File: config.mk
export PLATFORM = sky130hd
export DESIGN_NAME = shift_reg_sequencer
export DESIGN_NICKNAME = d
export VERILOG_FILES = /design/src/rtl/shreg_ctrl_pkg.sv /design/src/rtl/pulse_timer.sv /design/src/rtl/shift_reg_sequencer.sv
export SDC_FILE = /design/constraint.sdc
export NUM_CORES = 1
export LEC_CHECK = 0
export CORE_MARGIN = 4
export CORE_UTILIZATION = 45
export CTS_CLUSTER_SIZE = 28
export DETAILED_ROUTE_END_ITERATION = 8
export GPL_TIMING_DRIVEN = 0
export PLACE_DENSITY = 0.72
export SLEW_MARGIN = 25
export SYNTH_ARGS = -nofsm -noshare
export SYNTH_HDL_FRONTEND = slang
export SYNTH_SLANG_ARGS = --single-unit
File: constraint.sdc
create_clock -name clk -period 2.03 [get_ports clk]
set_clock_uncertainty 0.2 [all_clocks]
set_input_delay 0.3045 -clock clk [delete_from_list [all_inputs] [get_ports clk]]
set_output_delay 0.3045 -clock clk [all_outputs]
set_load 0.05 [all_outputs]
File: src/rtl/shreg_ctrl_pkg.sv
// Shared encodings and defaults for the shift-register command sequencer.
package shreg_ctrl_pkg;

    typedef enum logic [1:0] {
        OP_NOP  = 2'b00,
        OP_LOAD = 2'b01,
        OP_SHL  = 2'b10,
        OP_SHR  = 2'b11
    } op_e;

    typedef enum logic [1:0] {
        IDLE  = 2'd0,
        PULSE = 2'd1,
        GAP   = 2'd2,
        DONE  = 2'd3
    } state_e;

    localparam int unsigned DEF_WIDTH     = 4;
    localparam int unsigned DEF_AMT_W     = 3;
    localparam int unsigned DEF_PULSE_CYC = 1;
    localparam int unsigned DEF_GAP_CYC   = 1;

    // Larger of two unsigned values, used to size the phase timer.
    function automatic int unsigned max_u(input int unsigned a, input int unsigned b);
        return (a > b) ? a : b;
    endfunction

endpackage

File: src/rtl/pulse_timer.sv
// Loadable down-counter timing the PULSE and GAP phases.
//   clk      : clock
//   reset    : synchronous active-high reset
//   load     : reload the counter with load_val
//   load_val : cycles remaining in the phase minus one
//   expired  : registered flag, high while the count is zero
module pulse_timer #(
    parameter int unsigned CNT_W = 2
) (
    input  logic             clk,
    input  logic             reset,
    input  logic             load,
    input  logic [CNT_W-1:0] load_val,
    output logic             expired
);

    logic [CNT_W-1:0] count;

    // expired is tracked alongside the count so it comes straight from a flop.
    always_ff @(posedge clk) begin
        if (reset) begin
            count   <= '0;
            expired <= 1'b1;
        end else if (load) begin
            count   <= load_val;
            expired <= (load_val == '0);
        end else if (count != '0) begin
            count   <= count - CNT_W'(1);
            expired <= (count == CNT_W'(1));
        end
    end

endmodule

File: src/rtl/shift_reg_sequencer.sv
// Command sequencer for a shift register: turns one LOAD / SHL N / SHR N
// command into timed, mutually exclusive ld/sl/sr strobes.
//   clk, reset : clock, synchronous active-high reset
//   start      : command request, sampled only in IDLE
//   op         : 00 NOP, 01 LOAD, 10 SHL, 11 SHR
//   amount     : shift count for SHL/SHR
//   d_in       : load data, captured with every accepted command
//   busy       : high while a command is in progress
//   done       : one-cycle completion pulse
//   ld, sl, sr : register strobes
//   d_out      : data presented to the register
module shift_reg_sequencer
    import shreg_ctrl_pkg::*;
#(
    parameter int unsigned WIDTH     = DEF_WIDTH,
    parameter int unsigned AMT_W     = DEF_AMT_W,
    parameter int unsigned PULSE_CYC = DEF_PULSE_CYC,
    parameter int unsigned GAP_CYC   = DEF_GAP_CYC
) (
    input  logic             clk,
    input  logic             reset,
    input  logic             start,
    input  logic [1:0]       op,
    input  logic [AMT_W-1:0] amount,
    input  logic [WIDTH-1:0] d_in,
    output logic             busy,
    output logic             done,
    output logic             ld,
    output logic             sl,
    output logic             sr,
    output logic [WIDTH-1:0] d_out
);

    localparam int unsigned TMR_W = $clog2(max_u(PULSE_CYC, GAP_CYC)) + 1;

    state_e             state_q, state_d;
    op_e                op_q, op_d;
    logic [AMT_W-1:0]   cnt_q, cnt_d;
    logic [WIDTH-1:0]   data_d;
    logic               tmr_load;
    logic [TMR_W-1:0]   tmr_val;
    logic               tmr_expired;
    logic               busy_d, done_d, ld_d, sl_d, sr_d;

    pulse_timer #(
        .CNT_W (TMR_W)
    ) u_timer (
        .clk      (clk),
        .reset    (reset),
        .load     (tmr_load),
        .load_val (tmr_val),
        .expired  (tmr_expired)
    );

    // Next state, latches and timer control; outputs are decoded from the
    // next state so the registered strobes line up with the state register.
    always_comb begin
        state_d  = state_q;
        op_d     = op_q;
        cnt_d    = cnt_q;
        data_d   = d_out;
        tmr_load = 1'b0;
        tmr_val  = '0;

        case (state_q)
            IDLE: begin
                if (start) begin
                    op_d   = op_e'(op);
                    data_d = d_in;
                    case (op_e'(op))
                        OP_LOAD:        cnt_d = AMT_W'(1);
                        OP_SHL, OP_SHR: cnt_d = amount;
                        default:        cnt_d = '0;
                    endcase
                    if (cnt_d == '0) begin
                        state_d = DONE;
                    end else begin
                        state_d  = PULSE;
                        tmr_load = 1'b1;
                        tmr_val  = TMR_W'(PULSE_CYC - 1);
                    end
                end
            end
            PULSE: begin
                if (tmr_expired) begin
                    state_d  = GAP;
                    cnt_d    = cnt_q - AMT_W'(1);
                    tmr_load = 1'b1;
                    tmr_val  = TMR_W'(GAP_CYC - 1);
                end
            end
            GAP: begin
                if (tmr_expired) begin
                    if (cnt_q != '0) begin
                        state_d  = PULSE;
                        tmr_load = 1'b1;
                        tmr_val  = TMR_W'(PULSE_CYC - 1);
                    end else begin
                        state_d = DONE;
                    end
                end
            end
            DONE:    state_d = IDLE;
            default: state_d = IDLE;
        endcase

        busy_d = (state_d != IDLE);
        done_d = (state_d == DONE);
        ld_d   = (state_d == PULSE) && (op_d == OP_LOAD);
        sl_d   = (state_d == PULSE) && (op_d == OP_SHL);
        sr_d   = (state_d == PULSE) && (op_d == OP_SHR);
    end

    // State, latches and output registers.
    always_ff @(posedge clk) begin
        if (reset) begin
            state_q <= IDLE;
            op_q    <= OP_NOP;
            cnt_q   <= '0;
            d_out   <= '0;
            busy    <= 1'b0;
            done    <= 1'b0;
            ld      <= 1'b0;
            sl      <= 1'b0;
            sr      <= 1'b0;
        end else begin
            state_q <= state_d;
            op_q    <= op_d;
            cnt_q   <= cnt_d;
            d_out   <= data_d;
            busy    <= busy_d;
            done    <= done_d;
            ld      <= ld_d;
            sl      <= sl_d;
            sr      <= sr_d;
        end
    end

endmodule

==> flow_summary.json, run 1 <==
{
  "fin_nets": 111,
  "syn_to_final_growth_pct": 36.4,
  "htree_levels": 1,
  "maxCapViolCount": 0,
  "dp.cells": 108,
  "synth_cell_type_count": 32,
  "grt_max_degree": 11,
  "start_util_pct": 47.9,
  "place_hpwl_mm": 1.04,
  "synthMuxAreaShare_pct": 6.07,
  "fin_crit_sh_pct": 95.7,
  "status": "completed",
  "power_density_nw_per_um2": 794,
  "ant_nets": 0,
  "ctsLongestPathBuffers": 2,
  "ios": 21,
  "cp_max_fo": 2,
  "slew_headroom_pct": 60.4,
  "hp-class": "register to register",
  "crit_required_ps": 1530,
  "cp-end-kind": "output port",
  "wl_per_cell_um": 12.6,
  "synth-simple-area-share_pct": 23.2,
  "rsz0062_at_grt": "no",
  "design_area_um2": 985,
  "syn_nets": 86,
  "tightest_slew_ps": 588,
  "drt-initial-drc-count": 7,
  "clkTransAtPathRegs_ps": 90,
  "first_pass_iters": 4,
  "clkSinkCount": 16,
  "cts_resized": 1,
  "syn_inst": 72,
  "die_h_um": 48.1,
  "cts_root_buffer": "clkbuf_4",
  "synth_top_area_share_pct": 44.4,
  "cp-start-kind": "register",
  "holdBufCountCts": 0,
  "portBuffers": 20,
  "cts_buffers": 3,
  "setup_viol_count_final": 0,
  "fp.dieW_um": 48.1,
  "vdd_drop_max_mv": 0.617,
  "cp_top_family": "buffers and inverters",
  "place_ws_ps": -296,
  "fill_cells": 126,
  "place_congestion": 0.711,
  "max_stage_delay_ps": 800,
  "synth_area_leaders": "dfxtp_1 44%, nand2_1 5.7%, a21oi_1 4.9%",
  "synth_top_family_by_area": "simple AND/OR/NAND/NOR gates",
  "register_area_um2": 320,
  "crit_arrival_ps": 1440,
  "postSynthAreaPerCell_um2": 10.0,
  "route.detailed.drc": 0,
  "final_cells": 112,
  "critPathSlowestCell": "clkdlybuf4s50_1",
  "core_area_um2": 1510,
  "synth_adder_area_share_pct": 3.47,
  "yosys_warnings": 0,
  "routed_via_density": 5.01,
  "grt_pass1_wl_mm": 2.22,
  "cts_tree": "yes",
  "row_count": 14,
  "fmax_mhz": 515,
  "synthesis.area_um2": 722,
  "slew_viol_final": 0,
  "num_antenna_cells": 0,
  "yosysSeqAreaShare_pct": 44.4,
  "place_area_um2": 942,
  "synth_compound_area_share_pct": 17.0,
  "vias": 561,
  "multi_input_area_um2": 365,
  "dieArea_um2": 2310,
  "track_usage_pct": 13.9,
  "fin_ws_ps": 87.5,
  "clkLatencyLatePin_ps": 290,
  "ys_seq_elements": 16,
  "synth-xor-area-share_pct": 0,
  "critical_path_class": "register to output port",
  "drive_above_1_share_pct": 16.7,
  "power.total_w": 0.000782,
  "synth_top_area_cell": "dfxtp_1",
  "drt_wl_total_mm": 1.41,
  "grt_overflow": 0,
  "fin_crit_ps": 1940,
  "antenna_found_initial": 0,
  "final_hold_viol_count": 0,
  "path_cells": "clkdlybuf4s50_1",
  "first_global_vias": 504,
  "crit_buf_inv": 1,
  "p_leak_nw": 0.366,
  "cts_setup_buffers": 0
}
[registers in the layout (all words and copies together), names as in the netlist]
signal / flops
busy: 1
cnt_q: 3
d_out: 4
done: 1
ld: 1
op_q: 2
sl: 1
sr: 1
state_q: 2
[final cells by class]
type	count	area share, %
plain buffers	4	3.18
clock buffers	4	3.68
inverters	3	1.14
multi-input cells	49	37.1
flip-flops and latches	16	32.5
well taps	16	2.03
repair buffers	20	20.3
[per-layer routing]
layer / GRT usage, % / share of wire, % / vias up
li1: - / - / 303
met1: 18.8 / 48 / 241
met2: 20.1 / 43 / 15
met3: 3.01 / 7.1 / 2
met4: 8.06 / 1.5 / 0
met5: 0 / 0 / -
[stage by stage]
step	util (%)	TNS (ps)	hold WS [ps]
after global placement	62.5	-1020	241
after detailed placement	62.5	-987	248
final	65.4	0	259
after global routing	65.4	0	275
after floorplan	-	0	240
after CTS	65.4	0	262
[path summary, 6_finish.rpt]
check	startpoint	cells past startpoint	to	slack [ps]
worst max-delay path	d_out[3]$_SDFFE_PP0P_	1	d_out[3]	90
worst min-delay path	d_out[0]$_SDFFE_PP0P_	2	d_out[0]$_SDFFE_PP0P_	260
worst max register to register	state_q[0]$_SDFF_PP0_	4	sl$_SDFF_PP0_	270
worst min register to register	d_out[0]$_SDFFE_PP0P_	2	d_out[0]$_SDFFE_PP0P_	260
[layout by cell type, fill, tap and decap left out, types with 2 or more instances in the layout]
cell | Yosys | routed
clkdlybuf4s50_1 | 0 | 20
o21ba_2 | 3 | 3
buf_6 | 2 | 2
nor2_1 | 3 | 3
nand2_1 | 11 | 11
a21oi_1 | 7 | 7
nor3_1 | 2 | 2
ha_1 | 2 | 2
dfxtp_1 | 16 | 16
inv_1 | 3 | 3
clkbuf_4 | 0 | 3
[kinds of logic (layout without fill, tap and decap cells)]
family,after synthesis,in the layout
compound gates,16,16
fa+ha+maj,2,2
buf+inv,7,31
flops,16,16
mux,3,3
simple gates,28,28
[where the power goes]
part	internal [W]	switching [W]
logic	0.0000998	0.000118
clock network	0.000109	0.000104
registers	0.000340	0.0000104
total	0.000549	0.000233
[cell usage after synthesis, drive strengths merged]
master and number:
dfxtp 16, nand2 11, a21oi 7, buf 3, inv 3, nor2 3
o21ba 3, ha 2, mux2i 2, nor3 2, nor3b 2, nor4b 2
a211oi 1, a31oi 1, and2b 1, clkbuf 1, mux2 1, nand2b 1
nand3 1, nand3b 1, nand4b 1, nor4 1, o21a 1, o21ai 1
o22a 1, o31ai 1, or3b 1, or4bb 1
Note: power is estimated with default switching activity, not from simulation.
==> inputs of run 2 (changes only) <==
Clock period 2.03 ns to 2.2 ns, I/O delays scaled along.
==> run 2 against run 1 <==
Effect of this change:
- final cell count did not move
- wire length is essentially flat
- die area did not move
- global-route usage stayed put
- largest power group unchanged
- design area decreased by 0.64%
- critical path depth up 3
- core utilization is 0.42 points lower
==> flow_summary.json, run 2 (same netlist as run 1, synthesis figures left out) <==
{
  "min_to": "d_out[0]$_SDFFE_PP0P_",
  "fin_nets": 111,
  "top_regs": "d_out x4, cnt_q x3",
  "ctsLongestPathBuffers": 2,
  "crit_buf_inv": 1,
  "fin_ws_ps": 174,
  "cp-end-kind": "register",
  "critical_path_class": "input port to register",
  "holdCritStartpoint": "d_out[0]$_SDFFE_PP0P_",
  "core_area_um2": 1510,
  "r2r_setup_slack_ps": 340,
  "start_util_pct": 47.9,
  "top_register": "d_out",
  "antenna_found_initial": 0,
  "row_count": 14,
  "cts_setup_buffers": 0,
  "drt-initial-drc-count": 8,
  "r2r-end": "sl$_SDFF_PP0_",
  "fp.dieW_um": 48.1,
  "dieArea_um2": 2310,
  "cts_tree": "yes",
  "path_cells": "clkdlybuf4s50_1, nor3b_2, mux2i_1, nor4b_1",
  "final_hold_viol_count": 0,
  "design_area_um2": 978,
  "clkTransAtPathRegs_ps": 90,
  "tightest_slew_ps": 588,
  "p_int_w": 0.000505,
  "drive_above_1_share_pct": 16.7,
  "htree_levels": 1,
  "slew_viol_final": 0,
  "place_hpwl_mm": 1.04,
  "max_stage_delay_ps": 570,
  "clkSinkCount": 16,
  "routed_via_density": 4.98,
  "crit_arrival_ps": 2020,
  "vdd_drop_max_mv": 0.575,
  "maxCapViolCount": 0,
  "clkLatencyLatePin_ps": 290,
  "ant_nets": 0,
  "grt_overflow": 0,
  "portBuffers": 20,
  "critPathSlowestCell": "clkdlybuf4s50_1",
  "layout_common_cells": "20 x clkdlybuf4s50_1, 16 x dfxtp_1, 11 x nand2_1",
  "slew_headroom_pct": 60.4,
  "r2r_start": "state_q[0]$_SDFF_PP0_",
  "syn_to_final_growth_pct": 35.5,
  "fin_crit_ps": 2030,
  "cts_root_buffer": "clkbuf_4",
  "place_congestion": 0.711,
  "first_pass_iters": 4,
  "reg2regPathDepth": 4,
  "wl_per_cell_um": 12.6,
  "holdBufCountCts": 0,
  "whs_path_depth": 2,
  "p_comb_share_pct": 27.6,
  "drt_wl_total_mm": 1.41,
  "p_leak_nw": 0.365,
  "largest_reg_flops": 4,
  "die_h_um": 48.1,
  "postLayoutCoreUtil_pct": 65.0,
  "cp_top_family": "simple AND/OR/NAND/NOR gates",
  "vias": 558,
  "cp-start-kind": "input port",
  "ios": 21,
  "grt_max_degree": 11,
  "track_usage_pct": 13.9,
  "cts_resized": 0,
  "tns_ps": 0,
  "clockPowerShare_pct": 27.4,
  "fmax_mhz": 494,
  "grt_pass1_wl_mm": 2.22,
  "status": "completed",
  "first_global_vias": 504,
  "pwr-share-seq_pct": 45.0,
  "fin_crit_sh_pct": 92.1,
  "num_antenna_cells": 0,
  "route.detailed.drc": 0,
  "power_density_nw_per_um2": 734,
  "setup_viol_count_final": 0,
  "p_sw_w": 0.000213,
  "cts_buffers": 3,
  "crit_required_ps": 2200,
  "place_area_um2": 942,
  "p_sw_share_pct": 29.7,
  "place_ws_ps": -151,
  "hp-class": "register to register",
  "final_common_cell": "clkdlybuf4s50_1",
  "rsz0062_at_grt": "no",
  "cp_max_fo": 7
}
-- run 2: changes by cell type in the layout (fill, tap and decap cells not counted) --
cell / before / now
nor3b_4: 1 / 0
nor3b_2: 0 / 1
-- run 2: routing by layer --
layer,GRT usage [%],up-vias,part of all wire [%]
met3,3.01,2,7.1
met2,20.1,15,42
met1,18.8,236,49
met4,8.06,0,1.5
li1,-,305,-
met5,0,-,0
-- run 2: worst register-to-register path, cell delays in order (launching register included) --
cell and delay (ps):
dfxtp_1 320, buf_2 170, nor3b_2 440, mux2i_1 390, nor4b_1 260
-- run 2: cell type report --
| cell class | count | area, µm² |
|---|---|---|
| buffer | 4 | 31.3 |
| sequential | 16 | 320 |
| inverter | 3 | 11.3 |
| timing repair buffer | 20 | 200 |
| tap | 16 | 20.0 |
| clock buffer | 4 | 36.3 |
| fill | 127 | 528 |
| multi-input combinational | 49 | 359 |
-- run 2: worst max-delay path by stage --
stage	startpoint	end	cells past startpoint
after floorplan	state_q[0]$_SDFF_PP0_	sl$_SDFF_PP0_	4
after global placement	start	sl$_SDFF_PP0_	4
final	start	sl$_SDFF_PP0_	4
after CTS	start	sl$_SDFF_PP0_	4
after global routing	start	sl$_SDFF_PP0_	4
after detailed placement	start	sl$_SDFF_PP0_	4
-- run 2: per-stage QoR --
step	hold slack [ps]	total power, W	std cells
global placement	241	0.000527	108
finish	259	0.000718	112
global route	275	0.000758	112
detailed placement	248	0.000530	108
floorplan	252	0.000468	72
CTS	262	0.000727	112
-- run 2: power by group through the flow --
stage                     sequential (W)  clock, W  combinational, W
after floorplan                 0.000366         0          0.000102
after global placement          0.000329         0          0.000198
after detailed placement        0.000330         0          0.000200
after CTS                       0.000323  0.000203          0.000201
after global routing            0.000325  0.000215          0.000217
final                           0.000323  0.000196          0.000198
